**config.mk**
```make
export PLATFORM = sky130hd
export DESIGN_NAME = pwl_exp_arb_flat
export DESIGN_NICKNAME = d
export VERILOG_FILES = /design/src/rtl/pwl_exp_arb_if.sv /design/src/rtl/pwl_exp_arb.sv /design/src/flat_wrapper.sv
export SDC_FILE = /design/constraint.sdc
export NUM_CORES = 1
export LEC_CHECK = 0
export ABC_AREA = 1
export CORE_MARGIN = 3
export CORE_UTILIZATION = 35
export CTS_CLUSTER_SIZE = 30
export DETAILED_ROUTE_END_ITERATION = 7
export PLACE_DENSITY = 0.83
export RECOVER_POWER = 25
export SETUP_SLACK_MARGIN = 0.5
export SKIP_LAST_GASP = 1
export SYNTH_ARGS = -nofsm -noshare
export SYNTH_HDL_FRONTEND = slang
export SYNTH_SLANG_ARGS = --single-unit
```
**constraint.sdc**
```tcl
create_clock -name clk -period 2.6 [get_ports clk]
set_input_delay 0.78 -clock clk [delete_from_list [all_inputs] [get_ports clk]]
set_output_delay 0.78 -clock clk [all_outputs]
set_load 0.005 [all_outputs]
```
**src/rtl/pwl_exp_arb_if.sv**
```systemverilog
// rtl/pwl_exp_arb_if.sv - requester, ROM, MAC and result signals of pwl_exp_arb
//
// Purpose: groups the request/grant handshake, the shared PWL ROM request and
//   response, the MAC issue and return, and the result pulses into one bundle.
// Modports:
//   slave  - arbiter view (drives req_ready_o, rom_*_o, mac_*_o, res_*_o)
//   master - environment view (requesters, ROM and MAC models)
interface pwl_exp_arb_if #(
  parameter int DW   = 16,
  parameter int NREQ = 4
);
  logic [NREQ-1:0]    req_valid_i;
  logic [NREQ-1:0]    req_ready_o;
  logic [3*NREQ-1:0]  req_seg_i;
  logic [DW*NREQ-1:0] req_frac_i;

  logic               rom_valid_o;
  logic [2:0]         rom_seg_o;
  logic               rom_valid_i;
  logic [DW-1:0]      rom_y0_i;
  logic [DW-1:0]      rom_slope_i;

  logic               mac_valid_o;
  logic [DW-1:0]      mac_a_o;
  logic [DW-1:0]      mac_b_o;
  logic [DW-1:0]      mac_c_o;
  logic               mac_valid_i;
  logic [DW-1:0]      mac_res_i;

  logic [NREQ-1:0]    res_valid_o;
  logic [DW-1:0]      res_data_o;

  modport slave (
    input  req_valid_i, req_seg_i, req_frac_i,
    input  rom_valid_i, rom_y0_i, rom_slope_i,
    input  mac_valid_i, mac_res_i,
    output req_ready_o, rom_valid_o, rom_seg_o,
    output mac_valid_o, mac_a_o, mac_b_o, mac_c_o,
    output res_valid_o, res_data_o
  );

  modport master (
    output req_valid_i, req_seg_i, req_frac_i,
    output rom_valid_i, rom_y0_i, rom_slope_i,
    output mac_valid_i, mac_res_i,
    input  req_ready_o, rom_valid_o, rom_seg_o,
    input  mac_valid_o, mac_a_o, mac_b_o, mac_c_o,
    input  res_valid_o, res_data_o
  );
endinterface

```
**src/rtl/pwl_exp_arb.sv**
```systemverilog
// rtl/pwl_exp_arb.sv - round-robin arbiter sharing one PWL ROM and MAC among requesters
//
// Purpose: grants one requester per cycle (round-robin), looks up y0/slope in
//   the shared ROM, issues slope*frac+y0 to the shared MAC and routes the
//   result back to the owning requester MAC_LAT+2 cycles after the grant.
// Ports:
//   clk, rstn - clock, asynchronous active-low reset
//   en_i      - allow new grants (in-flight work always completes)
//   flush_i   - drop all in-flight work, reset the round-robin pointer
//   bus       - pwl_exp_arb_if.slave: request/grant, ROM, MAC and result signals
//   busy_o    - some operation in flight
//   err_o     - sticky protocol error (ROM or MAC response misaligned)
module pwl_exp_arb #(
  parameter int DW      = 16,
  parameter int NREQ    = 4,
  parameter int MAC_LAT = 3
) (
  input  logic               clk,
  input  logic               rstn,
  input  logic               en_i,
  input  logic               flush_i,
  pwl_exp_arb_if.slave       bus,
  output logic               busy_o,
  output logic               err_o
);

  localparam int TW  = (NREQ > 1) ? $clog2(NREQ) : 1;
  localparam int DCW = 4;

  function automatic logic [TW-1:0] wrap_add(input logic [TW-1:0] p, input int inc);
    int s;
    s = int'(p) + inc;
    if (s >= NREQ) s = s - NREQ;
    return TW'(s);
  endfunction

  logic [TW-1:0]     r_rr_ptr;
  logic              r_s1_valid;
  logic [DW-1:0]     r_s1_frac;
  logic [TW-1:0]     r_s1_tag;
  logic [MAC_LAT-1:0] r_tp_valid;
  logic [TW-1:0]     r_tp_tag [MAC_LAT];
  logic [NREQ-1:0]   r_res_valid;
  logic [DW-1:0]     r_res_data;
  logic [DCW-1:0]    r_drop_cnt;
  logic              r_err;

  logic              w_gnt_en;
  logic              w_gnt_any;
  logic [TW-1:0]     w_gnt_idx;
  logic [TW-1:0]     w_cand;
  logic [NREQ-1:0]   w_gnt;
  logic [DW-1:0]     w_gnt_frac;
  logic              w_mac_valid;
  logic              w_tp_out_valid;
  logic [TW-1:0]     w_tp_out_tag;
  logic              w_in_drop;
  logic              w_err_s1;
  logic              w_err_tp;

  // Search from the pointer upward, wrapping; first valid requester wins.
  // rstn is folded in so no grant is visible while reset is held.
  always_comb begin
    w_gnt_en  = en_i & ~flush_i & rstn;
    w_gnt_any = 1'b0;
    w_gnt_idx = '0;
    w_cand    = '0;
    w_gnt     = '0;
    for (int i = 0; i < NREQ; i++) begin
      w_cand = wrap_add(r_rr_ptr, i);
      if (w_gnt_en && !w_gnt_any && bus.req_valid_i[w_cand]) begin
        w_gnt_any = 1'b1;
        w_gnt_idx = w_cand;
      end
    end
    if (w_gnt_any) w_gnt[w_gnt_idx] = 1'b1;
  end

  assign w_gnt_frac      = bus.req_frac_i[DW*w_gnt_idx +: DW];
  assign bus.req_ready_o = w_gnt;
  assign bus.rom_valid_o = w_gnt_any;
  assign bus.rom_seg_o   = w_gnt_any ? bus.req_seg_i[3*w_gnt_idx +: 3] : 3'd0;

  // Stage 1 lines the granted operand up with the ROM response.
  always_ff @(posedge clk or negedge rstn) begin
    if (!rstn) begin
      r_rr_ptr   <= '0;
      r_s1_valid <= 1'b0;
      r_s1_frac  <= '0;
      r_s1_tag   <= '0;
    end else if (flush_i) begin
      r_rr_ptr   <= '0;
      r_s1_valid <= 1'b0;
    end else begin
      r_s1_valid <= w_gnt_any;
      if (w_gnt_any) begin
        r_rr_ptr  <= wrap_add(w_gnt_idx, 1);
        r_s1_frac <= w_gnt_frac;
        r_s1_tag  <= w_gnt_idx;
      end
    end
  end

  assign w_mac_valid     = bus.rom_valid_i & r_s1_valid;
  assign bus.mac_valid_o = w_mac_valid;
  assign bus.mac_a_o     = bus.rom_slope_i;
  assign bus.mac_b_o     = r_s1_frac;
  assign bus.mac_c_o     = bus.rom_y0_i;

  // Tag pipe mirrors the MAC latency so the last stage lines up with mac_valid_i.
  always_ff @(posedge clk or negedge rstn) begin
    if (!rstn) begin
      r_tp_valid <= '0;
      for (int i = 0; i < MAC_LAT; i++) r_tp_tag[i] <= '0;
    end else if (flush_i) begin
      r_tp_valid <= '0;
    end else begin
      r_tp_valid[0] <= w_mac_valid;
      r_tp_tag[0]   <= r_s1_tag;
      for (int i = 1; i < MAC_LAT; i++) begin
        r_tp_valid[i] <= r_tp_valid[i-1];
        r_tp_tag[i]   <= r_tp_tag[i-1];
      end
    end
  end

  assign w_tp_out_valid = r_tp_valid[MAC_LAT-1];
  assign w_tp_out_tag   = r_tp_tag[MAC_LAT-1];

  // A result arriving on the flush edge belongs to discarded work.
  always_ff @(posedge clk or negedge rstn) begin
    if (!rstn) begin
      r_res_valid <= '0;
      r_res_data  <= '0;
    end else begin
      r_res_valid <= '0;
      if (!flush_i && bus.mac_valid_i && w_tp_out_valid) begin
        r_res_valid[w_tp_out_tag] <= 1'b1;
        r_res_data                <= bus.mac_res_i;
      end
    end
  end

  assign bus.res_valid_o = r_res_valid;
  assign bus.res_data_o  = r_res_data;

  // MAC returns for flushed work keep arriving for MAC_LAT+1 cycles; they are
  // not checked against the (already cleared) tag pipe during that window.
  always_ff @(posedge clk or negedge rstn) begin
    if (!rstn) begin
      r_drop_cnt <= '0;
    end else if (flush_i) begin
      r_drop_cnt <= DCW'(MAC_LAT + 1);
    end else if (r_drop_cnt != '0) begin
      r_drop_cnt <= r_drop_cnt - 1'b1;
    end
  end

  assign w_in_drop = flush_i | (r_drop_cnt != '0);
  assign w_err_s1  = bus.rom_valid_i ^ r_s1_valid;
  assign w_err_tp  = (bus.mac_valid_i ^ w_tp_out_valid) & ~w_in_drop;

  always_ff @(posedge clk or negedge rstn) begin
    if (!rstn) begin
      r_err <= 1'b0;
    end else if (w_err_s1 || w_err_tp) begin
      r_err <= 1'b1;
    end
  end

  assign err_o  = r_err;
  assign busy_o = r_s1_valid | (|r_tp_valid) | (|r_res_valid);

endmodule

```
**src/flat_wrapper.sv**
```systemverilog
// flat-port wrapper written by rule: the top's interface ports become plain ports
module pwl_exp_arb_flat 
#(
  parameter int DW      = 16,
  parameter int NREQ    = 4,
  parameter int MAC_LAT = 3
)
  (clk, rstn, en_i, flush_i, busy_o, err_o, bus_req_valid_i, bus_req_seg_i, bus_req_frac_i, bus_rom_valid_i, bus_rom_y0_i, bus_rom_slope_i, bus_mac_valid_i, bus_mac_res_i, bus_req_ready_o, bus_rom_valid_o, bus_rom_seg_o, bus_mac_valid_o, bus_mac_a_o, bus_mac_b_o, bus_mac_c_o, bus_res_valid_o, bus_res_data_o);
  pwl_exp_arb_if #(.DW(DW), .NREQ(NREQ)) bus_i ();
  input  logic clk;
  input  logic rstn;
  input  logic en_i;
  input  logic flush_i;
  output logic busy_o;
  output logic err_o;
  input wire logic [$bits(bus_i.req_valid_i)-1:0] bus_req_valid_i;
  input wire logic [$bits(bus_i.req_seg_i)-1:0] bus_req_seg_i;
  input wire logic [$bits(bus_i.req_frac_i)-1:0] bus_req_frac_i;
  input wire logic [$bits(bus_i.rom_valid_i)-1:0] bus_rom_valid_i;
  input wire logic [$bits(bus_i.rom_y0_i)-1:0] bus_rom_y0_i;
  input wire logic [$bits(bus_i.rom_slope_i)-1:0] bus_rom_slope_i;
  input wire logic [$bits(bus_i.mac_valid_i)-1:0] bus_mac_valid_i;
  input wire logic [$bits(bus_i.mac_res_i)-1:0] bus_mac_res_i;
  output wire logic [$bits(bus_i.req_ready_o)-1:0] bus_req_ready_o;
  output wire logic [$bits(bus_i.rom_valid_o)-1:0] bus_rom_valid_o;
  output wire logic [$bits(bus_i.rom_seg_o)-1:0] bus_rom_seg_o;
  output wire logic [$bits(bus_i.mac_valid_o)-1:0] bus_mac_valid_o;
  output wire logic [$bits(bus_i.mac_a_o)-1:0] bus_mac_a_o;
  output wire logic [$bits(bus_i.mac_b_o)-1:0] bus_mac_b_o;
  output wire logic [$bits(bus_i.mac_c_o)-1:0] bus_mac_c_o;
  output wire logic [$bits(bus_i.res_valid_o)-1:0] bus_res_valid_o;
  output wire logic [$bits(bus_i.res_data_o)-1:0] bus_res_data_o;
  assign bus_i.req_valid_i = bus_req_valid_i;
  assign bus_i.req_seg_i = bus_req_seg_i;
  assign bus_i.req_frac_i = bus_req_frac_i;
  assign bus_i.rom_valid_i = bus_rom_valid_i;
  assign bus_i.rom_y0_i = bus_rom_y0_i;
  assign bus_i.rom_slope_i = bus_rom_slope_i;
  assign bus_i.mac_valid_i = bus_mac_valid_i;
  assign bus_i.mac_res_i = bus_mac_res_i;
  assign bus_req_ready_o = bus_i.req_ready_o;
  assign bus_rom_valid_o = bus_i.rom_valid_o;
  assign bus_rom_seg_o = bus_i.rom_seg_o;
  assign bus_mac_valid_o = bus_i.mac_valid_o;
  assign bus_mac_a_o = bus_i.mac_a_o;
  assign bus_mac_b_o = bus_i.mac_b_o;
  assign bus_mac_c_o = bus_i.mac_c_o;
  assign bus_res_valid_o = bus_i.res_valid_o;
  assign bus_res_data_o = bus_i.res_data_o;
  pwl_exp_arb #(.DW(DW), .NREQ(NREQ), .MAC_LAT(MAC_LAT)) u_core (.clk(clk), .rstn(rstn), .en_i(en_i), .flush_i(flush_i), .bus(bus_i), .busy_o(busy_o), .err_o(err_o));
endmodule
```
After elaboration in Yosys (flattened, before gate mapping)
Cells that the tools add are included.
- word-level logic and storage cells: 105
- register bits after elaboration: 55
- bits of input ports: 134
- reduce and logical (&&, ||, !) cells: 22
- multiply operators: 1
- multiplexer cells: 34
- magnitude comparators: 13
- add/subtract/negate cells: 10
- bitwise operators: 11
- shifts and indexed selects: 2
- operator list (cell ; number):
    64-bit by 7-bit variable part select with 16-bit output ; 1
    2-bit two-way mux ; 11
    2-bit by 3-bit less-than comparator with 1-bit output, second input constant ; 6
    4-bit two-way mux ; 4
    3-bit >= comparator, second input constant ; 4
    12-bit by 5-bit variable part select with 3-bit output ; 1
    1-bit logical AND ; 11
    1-bit two-way mux ; 11
    2-bit by 1-bit subtractor with 2-bit output, second input constant ; 5
    1-bit binary-select mux with 2-bit select ; 4
    2-bit by 1-bit adder with 3-bit output, second input constant ; 2
    2-bit by 2-bit adder with 3-bit output, second input constant ; 2
    3-bit two-way mux ; 2
    1-bit AND ; 4
    1-bit demux with 2-bit select ; 2
    2-bit by 1-bit >= comparator with 1-bit output, second input constant ; 2
    1-bit logical NOT ; 4
    2-bit by 2-bit multiplier with 4-bit output, first input constant ; 1
    2-bit nonzero test ; 2
    4-bit nonzero test ; 1
    4-bit OR reduction ; 1
    4-bit by 1-bit subtractor with 4-bit output, second input constant ; 1
    2-bit by 3-bit >= comparator with 1-bit output, second input constant ; 1
    1-bit bitwise OR ; 3
    5 further kinds ; 7

Logic depth before layout (Yosys ltp)
Gate-level depths: netlist of run 1.
- word-level depth: 23
- mapped depth: 17

Worst setup path before layout of run 1
No wires, ideal clock.
- kind: in2out
- from: input port rstn
- to: output port bus_rom_seg_o[0]
- slack: -0.209 ns
- arrival: 2.029 ns
- cell stages on the path: 9
- cell sequence: nand2_1 > nor2_2 > nand3_1 > nand4_1 > inv_1 > nor2_1 > buf_2 > nand2_1 > a21oi_1
- word-level cells in the longest chain between the ends: 18
- elaborated cells on any way between the ends: 22
- ends and longest elaborated chain (element ; RTL line ; RTL):
    start, declared ; flat_wrapper.sv:11 ; input logic rstn;
    1-bit AND (*) ; pwl_exp_arb.sv:64 ; w_gnt_en = en_i & ~flush_i & rstn;
    1-bit logical AND ; pwl_exp_arb.sv:71 ; if (w_gnt_en && !w_gnt_any && bus.req_valid_i[w_cand]) begin
    1-bit two-way mux ; pwl_exp_arb.sv:71 ;
    1-bit logical NOT ; pwl_exp_arb.sv:71 ;
    1-bit logical AND (2 in a row) ; pwl_exp_arb.sv:71 ;
    1-bit two-way mux ; pwl_exp_arb.sv:71 ;
    1-bit logical NOT ; pwl_exp_arb.sv:71 ;
    1-bit logical AND (2 in a row) ; pwl_exp_arb.sv:71 ;
    1-bit two-way mux ; pwl_exp_arb.sv:71 ;
    1-bit logical NOT ; pwl_exp_arb.sv:71 ;
    1-bit logical AND (2 in a row) ; pwl_exp_arb.sv:71 ;
    2-bit two-way mux ; pwl_exp_arb.sv:71 ;
    2-bit by 2-bit multiplier with 4-bit output ; pwl_exp_arb.sv:82 ; assign bus.rom_seg_o = w_gnt_any ? bus.req_seg_i[3*w_gnt_idx +: 3] : 3'd0;
    12-bit by 5-bit variable part select with 3-bit output ; pwl_exp_arb.sv:82 ;
    3-bit two-way mux (*) ; pwl_exp_arb.sv:82 ;
    end, declared ; flat_wrapper.sv:26 ; output wire logic [$bits(bus_i.rom_seg_o)-1:0] bus_rom_seg_o;
Mark *: on every way between the ends. The rest lies on a longest branch, timed or not.

Worst setup path after layout of run 1
- from: register u_core.r_rr_ptr[1]
- to: output port bus_rom_seg_o[0]
- word-level cells in the longest chain between the ends: 21
- elaborated cells on any way between the ends: 44
- ends and longest elaborated chain (element ; RTL line ; RTL):
    start, declared ; pwl_exp_arb.sv:37 ; logic [TW-1:0] r_rr_ptr;
    start signal, assigned ; pwl_exp_arb.sv:97 ; r_rr_ptr <= wrap_add(w_gnt_idx, 1);
    2-bit by 3-bit >= comparator with 1-bit output / 2-bit by 1-bit subtractor with 2-bit output (equally long branches) ; pwl_exp_arb.sv:33 ; if (s >= NREQ) s = s - NREQ;
    2-bit two-way mux ; pwl_exp_arb.sv:33 ;
    1-bit binary-select mux with 2-bit select ; pwl_exp_arb.sv:71 ;
    1-bit two-way mux (implied by the code) ; pwl_exp_arb.sv:71 ;
    1-bit logical AND ; pwl_exp_arb.sv:71 ;
    1-bit two-way mux ; pwl_exp_arb.sv:71 ;
    1-bit logical NOT ; pwl_exp_arb.sv:71 ;
    1-bit logical AND (2 in a row) ; pwl_exp_arb.sv:71 ;
    [2 not listed] ; -- ;
    1-bit logical AND (2 in a row) ; pwl_exp_arb.sv:71 ;
    1-bit two-way mux ; pwl_exp_arb.sv:71 ;
    1-bit logical NOT ; pwl_exp_arb.sv:71 ;
    1-bit logical AND (2 in a row) ; pwl_exp_arb.sv:71 ;
    2-bit two-way mux ; pwl_exp_arb.sv:71 ;
    2-bit by 2-bit multiplier with 4-bit output ; pwl_exp_arb.sv:82 ;
    12-bit by 5-bit variable part select with 3-bit output ; pwl_exp_arb.sv:82 ;
    3-bit two-way mux (*) ; pwl_exp_arb.sv:82 ;
Mark *: on every way between the ends. The rest lies on a longest branch, timed or not. The select of a mux whose other input is x is not followed.

==> metrics, run 1 <==
Reg2Reg Capture Point=u_core.bus.mac_b_o[12]$_DFFE_PN0P_; outcome=complete, but fails checks; crit path launch type=register; busiest layer in global routing=met2; worst hold endpoint=u_core.bus.res_valid_o[0]$_DFF_PN0_; final WL=11760 µm; first-pass GRT wire length=18270 µm; P&R area growth vs syn=54.72%; Crit Path Max Fanout=7; Final HPWL DP=8701 µm; Max-Cap Viols=0; Synth cell types=31; Worst Tran Pin Value=1.334 ns; cell area after synthesis=3617 µm²; CTS root buffer=clkbuf_8; antenna violations before repair=0; R2R depth=17; Final Wtd Congestion=0.9786; final hold violation count=0; Leak=0.002823 µW; vias in the first global route=3889; sequential cell area fraction in the yosys report=38.05%; clock sinks=55; RR Startpoint=u_core.r_rr_ptr[1]$_DFFE_PN0P_; H-tree Lvls=2; Clock Latency Late Sink=0.31 ns; CP Buf/Inv Count=4; final setup violating endpoints=8; power density over cell area=810.6 nW/µm²; drc violations=0; initial core utilization=36.50%; CP required=1.82 ns; aggregate global routing overflow=0; Rows=36; most used cell, CP=nand2_1; Critical Path AT=2.41 ns; DIE AREA=11590 µm²; Post-synth EDFFs=0; drt pass-1 iters=4; failing checks=negative setup slack; routing usage on met2=33.48%; Async SR Flop Fraction=100.0%; CTS Hold Bufs=0; Clock Path Buffers=2; Yosys top cell by area=dfrtp_1; syn_nets=637; CTS clk-pin slew, worst paths=0.10 ns; total track usage=19.50%; fillers=897; worst-case headroom to the max-slew limit=11.03%; Hold Path Stages=1; Fmax achieved=0.3139 GHz; Critical Path Max Stage Delay=0.49 ns; final setup margin=-0.5856 ns; Syn Area/Cell=7.234 µm²; area fraction of the dominant cell type after synthesis=38.05%; Ys Warns=0; largest cells by area after synthesis=dfrtp_1, nand2_1, nand3_1, buf_4, mux2_2; worst min-delay path class=register to register; min-delay src=u_core.w_tp_out_tag[0]$_DFFE_PN0N_; Tmin final=3.186 ns; count leader, synth=nand2_1; die extent in y=107.7 µm; Antenna Cells=0; reg2reg setup slack=0.33 ns; clk_skew=0.005674 ns; vias=3859; CP max-delay cell=dfrtp_2; core area=9910 µm²; PortBufs=148; max-slew violation count=0; peak supply drop=0.2900 mV; Setup Crit Path Kind=register to output port; M1 GR Usage=23.69%; Worst setup EP type=output port; Layout Nets=791; Post-DRT Antenna Nets=0; CTS tree=yes; Final Util=56.48%; Sum Neg Setup Slack=-4.030 ns; drt wl/cell=14.92 µm; most used flip-flop cell after synthesis=dfrtp_1; largest net degree at the start of global routing=56; Top delay family on crit path=simple AND/OR/NAND/NOR gates; CTS Buf Count=5; DRT iter0 DRCs=216; Ports=213; via/cell ratio=4.897; Die X=107.7 µm; commonest cells in the netlist=nand2_1, nand3_1, dfrtp_1; post-synthesis register bit count=55; met3 GRT Util=3.479%; ratio of cells with drive above 1 in the final layout=22.14%; RSZ-0062 raised after global routing=true; Synth Instances=500; period utilization=122.5%; worst-path cell chain=inv_4 -> nand2_1 -> nand2_4 -> nand2_1 -> nand2_1 -> nand4_1 -> or2_4 -> nand3_4 -> buf_6 -> buf_4 -> nand2_1 -> a21oi_2 -> buf_2
## report_power, final
group | switching, µW | total [µW] | internal, µW
clock | 287 | 475 | 188
sequential | 162 | 1270 | 1100
combinational | 1420 | 2800 | 1370
## how the worst max path moves through the flow
stage,start,depth (start not counted),slack [ns],end
final,u_core.r_rr_ptr[1]$_DFFE_PN0P_,13,-0.59,bus_rom_seg_o[0]
after global routing,u_core.r_rr_ptr[1]$_DFFE_PN0P_,15,-0.70,bus_rom_seg_o[2]
after CTS,u_core.r_rr_ptr[0]$_DFFE_PN0P_,13,-0.47,bus_rom_seg_o[0]
after detailed placement,en_i,12,-1.26,bus_rom_seg_o[0]
after global placement,en_i,10,-1.17,bus_req_ready_o[3]
after floorplan,rstn,10,-0.08,bus_rom_seg_o[0]
## what timing repair did
| item | 4_1_cts | 5_1_grt |
|---|---|---|
| pin swaps | 22 | 10 |
| setup buffers | 18 | 8 |
| endpoints found under the setup margin | 31 | 29 |
| cloned | 0 | 1 |
| resized for setup | 90 | 20 |
## flip-flops by register name (all words and copies together), names as in the netlist, 3 cells and up
signal                  flops
u_core.r_tp_tag             4
u_core.bus.res_data_o      16
u_core.bus.res_valid_o      4
u_core.r_drop_cnt           4
u_core.bus.mac_b_o         16
u_core.r_tp_valid           3
## area by class of cell
type | count | area [µm²] | share of cell area [%]
clock inverter | 3 | 20.02 | 0.3577
timing repair buffer | 205 | 1968 | 35.17
tap | 133 | 166.4 | 2.973
clock buffer | 5 | 68.82 | 1.230
inverter | 26 | 105.1 | 1.878
multi-input combinational | 361 | 1889 | 33.76
sequential | 55 | 1379 | 24.64
## metrics by stage
step	setup WS, ns	cell area [µm²]	hold slack [ns]	total power, µW	instances
after floorplan	-0.07707	3684	0.4321	2694	500
after global placement	-1.168	5194	0.4402	3589	753
after detailed placement	-1.258	5194	0.4474	3667	753
after CTS	-0.4748	5470	0.4583	4325	779
after global routing	-0.6969	5597	0.4924	4903	788
final	-0.5856	5597	0.4626	4537	788
## metal layers
layer	share of wire (%)	wire, µm
met5	0	0
met1	39	4541
met3	7.3	853
met2	50	5902
met4	3.9	459
## cells by family after synthesis
| kind of cell | after synthesis | share of synthesized area, % |
|---|---|---|
| adder cells (fa/ha/maj) | 3 | 1.038 |
| buffers and inverters | 84 | 13.87 |
| multiplexers | 16 | 4.981 |
| flip-flops | 55 | 38.05 |
| XOR/XNOR | 1 | 0.2422 |
| AO/OA/AOI/OAI | 16 | 2.837 |
| AND/OR/NAND/NOR | 325 | 38.98 |
## placed cells by master (no fill, tap or decap), types with 2 or more instances in the layout
| cell | netlist | final |
|---|---|---|
| buf_2 | 12 | 10 |
| clkinvlp_4 | 0 | 2 |
| nand4_1 | 3 | 3 |
| nand2_1 | 213 | 199 |
| buf_4 | 37 | 40 |
| nand3_2 | 2 | 3 |
| nand2_4 | 1 | 6 |
| nor3_1 | 5 | 4 |
| nor2_1 | 9 | 8 |
| clkdlybuf4s15_1 | 0 | 2 |
| o21ai_0 | 6 | 5 |
| clkdlybuf4s50_1 | 0 | 130 |
| ha_1 | 3 | 2 |
| nand3_1 | 79 | 76 |
| buf_6 | 4 | 11 |
| mux2_2 | 16 | 16 |
| inv_1 | 21 | 17 |
| nor2_4 | 2 | 4 |
| o22ai_1 | 2 | 2 |
| nand2_2 | 6 | 14 |
| a21oi_2 | 0 | 3 |
| clkbuf_8 | 0 | 5 |
| nand3_4 | 0 | 2 |
| inv_2 | 4 | 7 |
| clkbuf_2 | 0 | 3 |
| dfrtp_1 | 55 | 53 |
| buf_12 | 0 | 6 |
| dfrtp_2 | 0 | 2 |
(Power assumes the default switching activity.)
==> inputs of run 2 (changes only) <==
--- a/config.mk
+++ b/config.mk
@@ -6,11 +6,14 @@
 export NUM_CORES = 1
 export LEC_CHECK = 0
 export ABC_AREA = 1
+export CELL_PAD_IN_SITES_DETAIL_PLACEMENT = 0
+export CELL_PAD_IN_SITES_GLOBAL_PLACEMENT = 1
 export CORE_MARGIN = 3
-export CORE_UTILIZATION = 35
+export CORE_UTILIZATION = 23
 export CTS_CLUSTER_SIZE = 30
 export DETAILED_ROUTE_END_ITERATION = 7
-export PLACE_DENSITY = 0.83
+export GPL_TIMING_DRIVEN = 0
+export PLACE_DENSITY = 0.82
 export RECOVER_POWER = 25
 export SETUP_SLACK_MARGIN = 0.5
 export SKIP_LAST_GASP = 1
==> metrics, run 2 (same netlist as run 1, synthesis figures left out) <==
outcome=complete, but fails checks (unchanged); failing checks=max-capacitance violations, max-slew violations, negative setup slack (was negative setup slack); final WL=12960 µm (was 11760 µm); Overall Power=4879 µW (was 4537 µW); H-tree Lvls=2 (unchanged); hold_ws=0.4571 ns (was 0.4626 ns); min-delay src=u_core.w_tp_out_tag[1]$_DFFE_PN0N_ (was u_core.w_tp_out_tag[0]$_DFFE_PN0N_); Pint=2911 µW (was 2664 µW); post-route cell area=6317 µm² (was 5597 µm²); routing usage on met2=25.21% (was 33.48%); via/cell ratio=4.257 (was 4.897); Flop pwr share=25.2% (was 27.9%); worst min-delay path class=register to register (unchanged); period utilization=116.7% (was 122.5%); CTS tree=yes (unchanged); clock share of power=14.2% (was 10.5%); Worst setup EP type=output port (unchanged); reg2reg setup slack=0.33 ns (about the same); Reg2Reg Capture Point=u_core.bus.mac_b_o[14]$_DFFE_PN0P_ (was u_core.bus.mac_b_o[12]$_DFFE_PN0P_); most common cell after layout, fill and taps aside=nand2_1 (unchanged); CTS clk-pin slew, worst paths=0.08 ns (was 0.10 ns); core area=15310 µm² (was 9910 µm²); worst hold endpoint=u_core.bus.res_valid_o[0]$_DFF_PN0_ (unchanged); peak supply drop=0.3301 mV (was 0.2900 mV); CTS root buffer=clkbuf_16 (was clkbuf_8); P&R area growth vs syn=74.65% (was 54.72%); clock sinks=55 (unchanged); CP required=1.82 ns (about the same); Sw Share=40.34% (was 41.28%); crit path launch type=primary input (was register); Switch Pwr=1968 µW (was 1873 µW); Layout Nets=865 (was 791); PortBufs=180 (was 148); Final Wtd Congestion=0.8469 (was 0.9786); worst-path cell chain=buf_2 -> nand2_8 -> nor2_4 -> buf_4 -> nand3_4 -> nand4_1 -> inv_1 -> nor2_2 -> buf_6 -> nand2_1 -> a21oi_2 -> buf_2 (was inv_4 -> nand2_1 -> nand2_4 -> nand2_1 -> nand2_1 -> nand4_1 -> or2_4 -> nand3_4 -> buf_6 -> buf_4 -> nand2_1 -> a21oi_2 -> buf_2); aggregate global routing overflow=0 (unchanged); worst-case headroom to the max-slew limit=-6.635% (was 11.03%); fillers=1672 (was 897); R2R depth=17 (unchanged); final hold violation count=0 (unchanged); RSZ-0062 raised after global routing=true (unchanged); Setup Crit Path Kind=primary input to output port (was register to output port); max-slew violation count=29 (was 0); Clock Latency Late Sink=0.29 ns (was 0.31 ns); placed cell count=891 (was 753); Fmax achieved=0.3296 GHz (was 0.3139 GHz); drt wl/cell=13.79 µm (was 14.92 µm); Cell Count, Final, Fillers Out=940 (was 788); Max-Cap Viols=1 (was 0); busiest layer in global routing=met2 (unchanged); met3 GRT Util=4.211% (was 3.479%); CP max-delay cell=buf_4 (was dfrtp_2); power density over cell area=772.3 nW/µm² (was 810.6 nW/µm²); largest net degree at the start of global routing=29 (was 56); Crit Path Max Fanout=5 (was 7); Antenna Cells=0 (unchanged); Ports=213 (unchanged); most used cell, CP=buf_2 (was nand2_1); Final Util=41.25% (was 56.48%); Critical Path AT=2.25 ns (was 2.41 ns); Final HPWL DP=9550 µm (was 8701 µm); drt pass-1 iters=5 (was 4); final setup violating endpoints=8 (unchanged); vias=4002 (was 3859); Tmin final=3.034 ns (was 3.186 ns); RR Startpoint=u_core.r_rr_ptr[0]$_DFFE_PN0P_ (was u_core.r_rr_ptr[1]$_DFFE_PN0P_); Clock Path Buffers=2 (unchanged); Post-DRT Antenna Nets=0 (unchanged); final setup margin=-0.4342 ns (was -0.5856 ns); Rows=45 (was 36); first-pass GRT wire length=20820 µm (was 18270 µm); drc violations=0 (unchanged); Comb power frac=60.6% (was 61.6%); Leak=0.003188 µW (was 0.002823 µW); ratio of cells with drive above 1 in the final layout=25.79% (was 22.14%); Worst Tran Pin Value=1.600 ns (was 1.334 ns); Die X=131.4 µm (was 107.7 µm); CTS Hold Bufs=0 (unchanged); CTS Buf Count=5 (unchanged); vias in the first global route=4047 (was 3889); initial core utilization=23.62% (was 36.50%); antenna violations before repair=1 (was 0); M1 GR Usage=19.09% (was 23.69%); clk_skew=0.005323 ns (was 0.005674 ns); die extent in y=131.4 µm (was 107.7 µm); DIE AREA=17270 µm² (was 11590 µm²); placed cell areas=5747 µm² (was 5194 µm²); total track usage=14.73% (was 19.50%); Hold Path Stages=1 (unchanged); DRT iter0 DRCs=200 (was 216); most frequent cells in the layout=nand2_1, clkdlybuf4s50_1, nand3_1 (unchanged); Critical Path Max Stage Delay=0.17 ns (was 0.49 ns)
==> run 2: cell count changes in the layout (fill, tap and decap cells not counted), moves of 4 or more <==
| cell | previous run | this run |
|---|---|---|
| nand2_1 | 199 | 193 |
| buf_6 | 11 | 18 |
| dlygate4sd2_1 | 1 | 32 |
| clkbuf_8 | 5 | 0 |
| buf_4 | 40 | 69 |
| clkbuf_16 | 1 | 5 |
| clkbuf_1 | 1 | 5 |
| buf_12 | 6 | 1 |
| buf_2 | 10 | 14 |
| nand2_2 | 14 | 19 |
==> run 2: worst max-delay path by stage <==
stage / slack, ns / start / end / cells past startpoint
floorplan: -0.08 / rstn / bus_rom_seg_o[0] / 10
global placement: -3.52 / rstn / bus_rom_seg_o[2] / 12
detailed placement: -1.66 / rstn / bus_rom_seg_o[2] / 12
CTS: -0.43 / u_core.r_rr_ptr[0]$_DFFE_PN0P_ / bus_rom_seg_o[0] / 14
global route: -0.56 / u_core.r_rr_ptr[0]$_DFFE_PN0P_ / bus_rom_seg_o[2] / 14
finish: -0.43 / en_i / bus_rom_seg_o[2] / 12
==> run 2: layout make-up <==
class                      count  area, µm²  share of cell area, %
inverter                      26      107.6                  1.703
tap                          211      264.0                  4.179
buffer                        58      462.9                  7.328
multi-input combinational    361       1908                  30.20
clock buffer                   5      125.1                  1.981
timing repair buffer         221       2051                  32.46
clock inverter                 3      22.52                 0.3565
sequential                    55       1376                  21.79
==> run 2: metrics by stage <==
step	setup TNS (ns)	worst slack, ns
finish	-2.656	-0.4342
global route	-3.690	-0.5644
CTS	-2.665	-0.4314
detailed placement	-20.56	-1.665
global placement	-146.75	-3.519
floorplan	-0.2293	-0.07707
==> run 2: power by group through the flow <==
stage          registers, µW  logic (µW)  clock network, µW
2_1_floorplan           1240        1450                  0
3_3_place_gp            1230        2510                  0
3_5_place_dp            1240        2510                  0
4_1_cts                 1230        2940                715
5_1_grt                 1260        3280                755
6_report                1230        2960                692
==> run 2: per-layer routing <==
metal	up-vias	wire, µm
met5	-	9
met4	2	93
met3	10	961
met2	149	6094
met1	1812	5800
li1	2029	-
==> run 2: what timing repair did <==
action,CTS,global route
endpoints found under the setup margin,79,34
setup buffers,35,4
cloned,2,0
pin swaps,35,12
resized for setup,151,11
==> run 2: critical path, delay by kind of cell <==
| kind | cells | cell delay, ns |
|---|---|---|
| AND/OR/NAND/NOR | 6 | 0.67 |
| buffers and inverters | 5 | 0.64 |
| AO/OA/AOI/OAI | 1 | 0.16 |
==> patch, RTL diff (flow settings as in run 1) <==
Put one more register stage on the output `err_o`, with the module's reset. The value now appears one clock later. The other outputs are not delayed to match.
--- a/src/rtl/pwl_exp_arb.sv
+++ b/src/rtl/pwl_exp_arb.sv
@@ -169,5 +169,11 @@
   end
 
-  assign err_o  = r_err;
+  always_ff @(posedge clk or negedge rstn) begin
+    if (!rstn) begin
+      err_o <= '0;
+    end else begin
+      err_o <= r_err;
+    end
+  end
   assign busy_o = r_s1_valid | (|r_tp_valid) | (|r_res_valid);
 
Formal check against the unedited RTL: not equivalent (a bounded check fails within 4 cycles, from zero or initial values and one cycle with rstn low).
==> patch against run 1 <==
  * Register-to-register slack got worse by 0.08 ns
  * Utilization is 5.7 points higher
  * Cell count is 1.0% higher
  * Setup slack worse by 0.042 ns
  * Synthesized area barely moved
  * The run still ends with negative setup slack left
  * Fmax shrank 1.3%
  * Critical path depth rose by 1
  * Sequential cell count increased by 1
  * Routed wire length is 8.0% higher
  * Final area increased by 10%
  * Via count rose by 4.6%
  * Power increased by 13%
  * Synthesized cell count grew 0.20%
  * Largest power group unchanged
==> patch: results (changes against run 1) <==
[hold_path]
hold_depth = 0  ; -1
holdPathEnd = u_core.err_o
worstHoldStart = u_core.r_err

[drt]
vias = 4037  ; +4.6%
drt_first_pass_iters = 5  ; +1
drt_iter0_markers = 307  ; +42%

[synthesis]
synth_cell_types = 30  ; -3.2%
ys_top_cells_by_area = dfrtp_1 39%, nand2_1 22%, nand3_1 11%, buf_4 7.7%, mux2_2 5.0%
syn_nets = 638  ; +0.16%
yosysSeqAreaShare = 0.388  ; +0.00705

[timing]
setup_viol = 8  ; unchanged
fin_ws_ns = -0.627  ; -0.0418 ns
skew_ns = 0.00821  ; +0.00253 ns
fin_tns_setup_ns = -4.24  ; -0.212 ns
holdWs_ns = 0.393  ; -0.0691 ns

[status]
outcome = complete, but fails checks
violations = negative setup slack

[setup_path]
cp.arrival_ns = 2.45  ; +0.04 ns
r2r_end = u_core.bus.mac_b_o[11]
crit_slowest_cell = or2_4
crit_path_max_fanout = 5  ; -2
cp-endpoint = bus_rom_seg_o[1]
reg2reg_depth = 18  ; +1
r2r_start = u_core.r_rr_ptr[0]
crit_path_start = bus_req_valid_i[3]

[power_and_ir_drop]
vdd_drop_max_mv = 0.408  ; +41%

[grt]
grt_max_degree = 57  ; +1.8%
grt_pass1_vias = 3944  ; +1.4%
grt_pass1_wl_um = 18800  ; +2.6%
track_usage = 0.202  ; +0.00692

[layout]
layout.cells.non_filler = 796  ; +1.0%
nNetsFinal = 799  ; +1.0%

[placed_design]
place_inst = 756  ; +0.40%
post-place-ws_ns = -1.24  ; +0.0229 ns
dpl.hpwl_um = 8580  ; -1.4%

[patch: cell count changes in the layout (fill, tap and decap cells not counted), sizes merged]
cell / change
clkdlybuf4s15: -1
clkinv: +2
inv: +1
clkbuf: +2
buf: +5
dlymetal6s2s: +1
dfrtp: +1
clkinvlp: -2
clkdlybuf4s50: -1
[patch: kinds of logic after synthesis]
family,count (synthesis),synth area share
mux,16,0.0498
buf+inv,84,0.139
fa+ha+maj,3,0.0104
flops,56,0.388
simple gates,325,0.384
compound gates,16,0.0263
xor+xnor,1,0.00242
[patch: timing repair]
item,4_1_cts,5_1_grt
gates resized for setup,144,77
pin swaps,71,58
buffers inserted,18,9
gates cloned,3,2
endpoints found under the setup margin,31,29
[patch: layer usage]
layer,wire length (um),track usage,share of wire
met4,378,0.0784,0.030
met2,6500,0.366,0.51
met1,4800,0.228,0.38
met3,1010,0.0456,0.079
met5,0,0,0
[patch: final cells by class]
| class | instances | area (um2) |
|---|---|---|
| clock buffer | 5 | 68.8 |
| clock inverter | 3 | 22.5 |
| fill | 804 | 3750 |
| inverter | 26 | 123 |
| multi-input combinational | 361 | 2270 |
| sequential | 56 | 1400 |
| tap | 133 | 166 |
| timing repair buffer | 211 | 2100 |
| timing repair inverter | 1 | 5.00 |
[patch: where the power goes]
group	switching, uW	total, uW	internal [uW]	leakage, uW
clock network	290	484	194	0.0000485
registers	170	1290	1120	0.000714
logic	1690	3330	1640	0.00232
total	2150	5100	2960	0.00308
[patch: worst max-delay path, delay by kind of cell]
| kind | cells | cell delay, ns |
|---|---|---|
| simple gates | 8 | 0.96 |
| buf+inv | 5 | 0.53 |
| compound gates | 1 | 0.17 |
